`src/rtl/alarm_set.sv`:
```
// Alarm-set editor: debounced keys edit a BCD hh:mm:ss working copy that is committed to alarm_R on ok.
// Latency: key press pulse ~DEB_MAX+4 cycles after the raw edge; alarm_R/alarm_ready_R_clk one cycle after the ok pulse.
// Backpressure: none; key pulses outside EDIT are dropped, and same-cycle pulses resolve ok > sel > inc > dec.
//
// Ports:
//   clk, rst_n               clock, async active-low reset
//   ALARM_R                  editing allowed while high (from the state controller)
//   key_{sel,inc,dec,ok}_n   raw active-low push buttons
//   alarm_R                  committed alarm, BCD {h10,h1,m10,m1,s10,s1}
//   alarm_ready_R_clk        one-cycle commit pulse
//   edit_data                working value for the display
//   field_sel                0 = seconds, 1 = minutes, 2 = hours
//   editing                  high while in EDIT
module alarm_set #(
    parameter int DEB_MAX = 999999
) (
    input  logic        clk,
    input  logic        rst_n,
    input  logic        ALARM_R,
    input  logic        key_sel_n,
    input  logic        key_inc_n,
    input  logic        key_dec_n,
    input  logic        key_ok_n,
    output logic [23:0] alarm_R,
    output logic        alarm_ready_R_clk,
    output logic [23:0] edit_data,
    output logic [1:0]  field_sel,
    output logic        editing
);

    localparam int CW = (DEB_MAX > 0) ? $clog2(DEB_MAX + 1) : 1;
    localparam logic [CW-1:0] CNT_MAX = CW'(DEB_MAX);

    localparam logic [1:0] S_IDLE   = 2'd0;
    localparam logic [1:0] S_EDIT   = 2'd1;
    localparam logic [1:0] S_COMMIT = 2'd2;

    // Key bundle order: [0]=sel, [1]=inc, [2]=dec, [3]=ok
    logic [3:0]    key_raw_n;
    logic [3:0]    sync1;
    logic [3:0]    sync2;
    logic [3:0]    sync_prev;
    logic [3:0]    filt;
    logic [3:0]    press;
    logic [CW-1:0] cnt [4];

    assign key_raw_n = {key_ok_n, key_dec_n, key_inc_n, key_sel_n};

    // Sync chain idles high (released) so nothing fires coming out of reset.
    // sync_prev only exists to spot a level change; any change restarts the
    // stability count, and once the count saturates the filtered level follows.
    always_ff @(posedge clk or negedge rst_n) begin
        if (!rst_n) begin
            sync1     <= '1;
            sync2     <= '1;
            sync_prev <= '1;
            filt      <= '1;
            press     <= '0;
            for (int i = 0; i < 4; i++) begin
                cnt[i] <= '0;
            end
        end else begin
            sync1     <= key_raw_n;
            sync2     <= sync1;
            sync_prev <= sync2;
            press     <= '0;
            for (int i = 0; i < 4; i++) begin
                if (sync2[i] != sync_prev[i]) begin
                    cnt[i] <= '0;
                end else if (cnt[i] != CNT_MAX) begin
                    cnt[i] <= cnt[i] + 1'b1;
                end else begin
                    filt[i]  <= sync2[i];
                    // Only the released->pressed filtered edge makes a pulse.
                    press[i] <= filt[i] & ~sync2[i];
                end
            end
        end
    end

    logic sel_p, inc_p, dec_p, ok_p;
    assign sel_p = press[0];
    assign inc_p = press[1];
    assign dec_p = press[2];
    assign ok_p  = press[3];

    // Two-digit BCD step with wrap at fmax; fields never carry into neighbours.
    function automatic logic [7:0] bcd_inc(input logic [7:0] v, input logic [7:0] fmax);
        if (v >= fmax)
            return 8'h00;
        else if (v[3:0] >= 4'd9)
            return {v[7:4] + 4'd1, 4'd0};
        else
            return {v[7:4], v[3:0] + 4'd1};
    endfunction

    function automatic logic [7:0] bcd_dec(input logic [7:0] v, input logic [7:0] fmax);
        if (v == 8'h00)
            return fmax;
        else if (v[3:0] == 4'd0)
            return {v[7:4] - 4'd1, 4'd9};
        else
            return {v[7:4], v[3:0] - 4'd1};
    endfunction

    logic [7:0] fld_val;
    logic [7:0] fld_max;
    logic [7:0] fld_new;

    always_comb begin
        fld_val = edit_data[23:16];
        case (field_sel)
            2'd0:    fld_val = edit_data[7:0];
            2'd1:    fld_val = edit_data[15:8];
            default: fld_val = edit_data[23:16];
        endcase
        fld_max = (field_sel == 2'd2) ? 8'h23 : 8'h59;
        fld_new = inc_p ? bcd_inc(fld_val, fld_max) : bcd_dec(fld_val, fld_max);
    end

    logic [1:0] state;

    // alarm_R and the ready pulse are registered on the EDIT->COMMIT edge so
    // both are visible during the COMMIT cycle, one cycle after the ok pulse.
    always_ff @(posedge clk or negedge rst_n) begin
        if (!rst_n) begin
            state             <= S_IDLE;
            alarm_R           <= '0;
            edit_data         <= '0;
            field_sel         <= '0;
            alarm_ready_R_clk <= 1'b0;
        end else begin
            alarm_ready_R_clk <= 1'b0;
            case (state)
                S_IDLE: begin
                    if (ALARM_R) begin
                        state     <= S_EDIT;
                        edit_data <= alarm_R;
                        field_sel <= 2'd0;
                    end
                end
                S_EDIT: begin
                    if (!ALARM_R) begin
                        state <= S_IDLE;
                    end else if (ok_p) begin
                        state             <= S_COMMIT;
                        alarm_R           <= edit_data;
                        alarm_ready_R_clk <= 1'b1;
                    end else if (sel_p) begin
                        field_sel <= (field_sel == 2'd2) ? 2'd0 : field_sel + 2'd1;
                    end else if (inc_p || dec_p) begin
                        case (field_sel)
                            2'd0:    edit_data[7:0]   <= fld_new;
                            2'd1:    edit_data[15:8]  <= fld_new;
                            2'd2:    edit_data[23:16] <= fld_new;
                            default: ;
                        endcase
                    end
                end
                S_COMMIT: state <= S_IDLE;
                default:  state <= S_IDLE;
            endcase
        end
    end

    assign editing = (state == S_EDIT);

endmodule

```
`config.mk`:
```
export PLATFORM = sky130hd
export DESIGN_NAME = alarm_set
export DESIGN_NICKNAME = d
export VERILOG_FILES = /design/src/rtl/alarm_set.sv
export SDC_FILE = /design/constraint.sdc
export NUM_CORES = 1
export LEC_CHECK = 0
export BUFFER_PORTS_ARGS = -buffer_cell sky130_fd_sc_hd__buf_4
export CELL_PAD_IN_SITES_DETAIL_PLACEMENT = 1
export CELL_PAD_IN_SITES_GLOBAL_PLACEMENT = 1
export CORE_AREA = 4 4 173 175
export CTS_BUF_LIST = sky130_fd_sc_hd__clkbuf_8 sky130_fd_sc_hd__clkbuf_16
export DETAILED_ROUTE_END_ITERATION = 6
export DIE_AREA = 0 0 177 179
export GPL_TIMING_DRIVEN = 0
export PLACE_DENSITY = 0.56
export SLEW_MARGIN = 20
export SYNTH_ARGS = -nofsm -noshare
export SYNTH_HDL_FRONTEND = slang
export SYNTH_SLANG_ARGS = --single-unit
```
`constraint.sdc`:
```
create_clock -name clk -period 2.7 [get_ports clk]
set_input_delay 0.81 -clock clk [delete_from_list [all_inputs] [get_ports clk]]
set_output_delay 0.81 -clock clk [all_outputs]
set_load 0.05 [all_outputs]
```
==> summary.md <==
| Metric | Value |
|---|---|
| Pin count of the biggest net entering global routing | 77 |
| Vias/cell | 4.713 |
| Internal | 4.980 mW |
| DR WL/cell | 16.57 um |
| Antenna diode count | 0 |
| Remaining global-route overflow | 0 |
| Row Count | 62 |
| Synth cell types | 64 |
| Clock power share | 0.312 |
| Period utilisation layout | 1.050 |
| Initial antenna violation count | 0 |
| Pwr Density | 791.5 mW/mm2 |
| DRT Wirelength | 21000 um |
| Num CTS Buffers | 17 |
| Cell taking the most area after synthesis | dfrtp_1 |
| Max Slew Vio Count | 0 |
| # clock sinks | 153 |
| Worst-path maximum fanout | 7 |
| Share of layout cells above drive strength 1 | 0.2809 |
| Power, Total | 7.756 mW |
| Leak pwr | 4.301 nW |
| Drt pass-1 iters | 4 |
| Clock buffer depth | 2 |
| Reg area | 0.003851 mm2 |
| Worst setup path class | flop to flop |
| Worst Hold Class | input pin to asynchronous set/reset pin |
| Status | finished, violations left |
| Num ports | 59 |
| Area of the multi-input gates | 0.003806 mm2 |
| Fin util | 0.3442 |
| Area grow syn2layout | 29.82% |
| Number of synthesized flops with an enable pin | 0 |
| Sw Ratio | 0.3580 |
| Slew HR | 0.3352 |
| Worst R2R Path Depth | 14 |
| VDD IR max | 448.5 uV |
| Sequential Power Share | 0.344 |
| Via count | 5972 |
| Synth Register Bits | 153 |
| Synth top area share | 0.4542 |
| Post-synthesis cell count | 750 |
| Failing checks | negative setup slack |
| H-tree levels | 4 |
| Initial core utilization | 0.2651 |
| Worst Path Arrival | 3.19 ns |
| Worst slew pin tran | 0.9905 ns |
| Layout fillers | 3227 |
| Final nets | 891 |
| Switch Pwr | 2.777 mW |
| IO Port Bufs | 58 |
| # DRC | 0 |
| Core ar. | 0.02847 mm2 |
| Number of global-route vias before repair | 6280 |
| WHS | 0.2213 ns |
| CP startpoint kind | flop |
| CTS root buffer | clkbuf_16 |
| CTS tree | done |
| Detail Route Antenna Nets | 0 |
| Worst EP required | 3.06 ns |
| First-pass GRT wire length | 34120 um |
| Synth Net Count | 771 |
| Die width | 177 um |
| Capturing element type of the critical path | flop |
| Top cells by area, synth | dfrtp_1 (45%), xor2_1 (6.0%), dfstp_2 (5.6%), nor2_1 (5.3%), mux2_2 (4.0%) |
| DRT iter0 DRCs | 268 |
| Clock Latency Late Sink | 0.43 ns |
| Fmax | 0.3529 GHz |
| Total Routing Usage GR | 0.1362 |
| Die ar. | 0.03168 mm2 |
| Post-Syn Area | 0.007548 mm2 |
| Top post-synthesis cells by count | dfrtp_1 (137), nor2_1 (107), nand2_1 (58) |
| DPL Wire Length | 14270 um |
| Max-cap violations | 0 |
| Sequential area share after synthesis | 0.5099 |
| Share of flip-flops with an asynchronous set or reset | 1.000 |
| Setup-failing EPs final | 21 |
| GPL Wtd Cong | 0.8223 |
| Clk slew on worst S/H paths | 0.07 ns |
| Yosys synthesis warning count | 0 |
| Power share of the combinational group | 0.344 |
| Max Clock Skew | 0.01382 ns |
| Top-count cell post-synth | dfrtp_1 |
| Die height | 179 um |
| Hold Vio Cnt, Final | 0 |
| RSZ-0062 raised after global routing | yes |
| Syn_area_per_cell | 10.06 um2 |
| Fin worst setup slack | -0.1340 ns |
| Min Tclk post-route | 2.834 ns |
| Primary FF master, synth | dfrtp_1 |
sequential cells by signal, indices dropped and copies added (netlist names):
| name | flops |
|---|---|
| sync_prev | 4 |
| sync2 | 4 |
| filt | 4 |
| state | 2 |
| cnt | 80 |
| alarm_ready_R_clk | 1 |
| field_sel | 2 |
| edit_data | 24 |
| press | 4 |
| alarm_R | 24 |
| sync1 | 4 |
cell type report:
| class | count | area share |
|---|---|---|
| clock buffers | 19 | 0.04622 |
| repair buffers | 101 | 0.08542 |
| plain buffers | 21 | 0.01379 |
| inverters | 24 | 0.009576 |
| clock inverters | 13 | 0.01456 |
| well taps | 384 | 0.04903 |
| multi-input cells | 552 | 0.3884 |
| flip-flops and latches | 153 | 0.3930 |
placed cells by master, fill, tap and decap left out, drive strengths merged, types with 6 or more instances in the layout:
| cell type | instances |
|---|---|
| nand3 | 36 |
| dfrtp | 137 |
| mux2i | 10 |
| clkinv | 7 |
| mux2 | 28 |
| a21oi | 39 |
| nor3 | 10 |
| nand4 | 17 |
| buf | 110 |
| nor2 | 108 |
| xnor2 | 17 |
| and3 | 18 |
| nor4b | 7 |
| clkbuf | 31 |
| inv | 26 |
| ha | 14 |
| nor4 | 10 |
| nand2 | 58 |
| nand2b | 6 |
| dfstp | 16 |
| xor2 | 52 |
| or3 | 9 |
| o21ai | 61 |
cells by family after synthesis:
group	after synthesis	synth area share
AO/OA/AOI/OAI	126	0.1033
XOR/XNOR	69	0.08006
adder cells (fa/ha/maj)	14	0.02321
buffers and inverters	45	0.02834
flip-flops	153	0.5099
multiplexers	38	0.05669
AND/OR/NAND/NOR	305	0.1986
worst paths after layout:
check | startpoint | end | slack, ns
min in group clk | sync1[3] | sync2[3] | 0.35
max | field_sel[0] | edit_data[3] | -0.13
min reg2reg | sync1[3] | sync2[3] | 0.35
max reg2reg | field_sel[0] | edit_data[3] | -0.13
min | rst_n | alarm_R[5] | 0.22
max in group asynchronous | rst_n | sync2[3] | 1.50
per-stage QoR:
stage,area [um2],instances,setup WS [ns],setup TNS (ns)
after floorplan,7611,750,-0.03344,-0.1598
after global placement,8527,1192,-0.4460,-23.80
after detailed placement,8589,1194,-0.5321,-8.835
after CTS,9639,1260,-0.06240,-0.3976
after global routing,9799,1267,-0.2394,-3.698
final,9799,1267,-0.1340,-1.472
layer usage:
layer | vias up | wire length, um | global-route usage
li1 | 2858 | - | -
met1 | 3031 | 9789 | 0.1757
met2 | 69 | 10360 | 0.2305
met3 | 14 | 563 | 0.02720
met4 | 0 | 284 | 0.04384
met5 | - | 0 | 0
power by group through the flow:
stage               combinational, mW  clock, mW  sequential [mW]
finish                           2.67       2.42             2.67
global route                     2.84       2.61             2.70
CTS                              2.42       2.51             2.67
detailed placement               1.91          0             2.71
global placement                 1.88          0             2.70
floorplan                       0.980          0             3.03
critical path, cell delays in order, from the launching register on:
cell and delay (ns):
dfrtp_2 0.44, buf_12 0.17, mux2i_4 0.26, nor2_2 0.08, a21oi_4 0.15, inv_2 0.08
ha_4 0.25, a211oi_2 0.18, nor2_1 0.08, nor3_2 0.19, buf_4 0.15, o21a_1 0.13
a21oi_1 0.07, or3_4 0.39, a21oi_2 0.13
timing repair:
| action | CTS | global route |
|---|---|---|
| buffers inserted | 34 | 8 |
| setup endpoints to repair | 24 | 24 |
| gates resized for setup | 46 | 24 |
| endpoints found under the hold margin | 0 | 0 |
| pin swaps | 32 | 22 |
| hold buffers | 0 | 0 |
No activity file was read; power rests on OpenSTA's default activity.
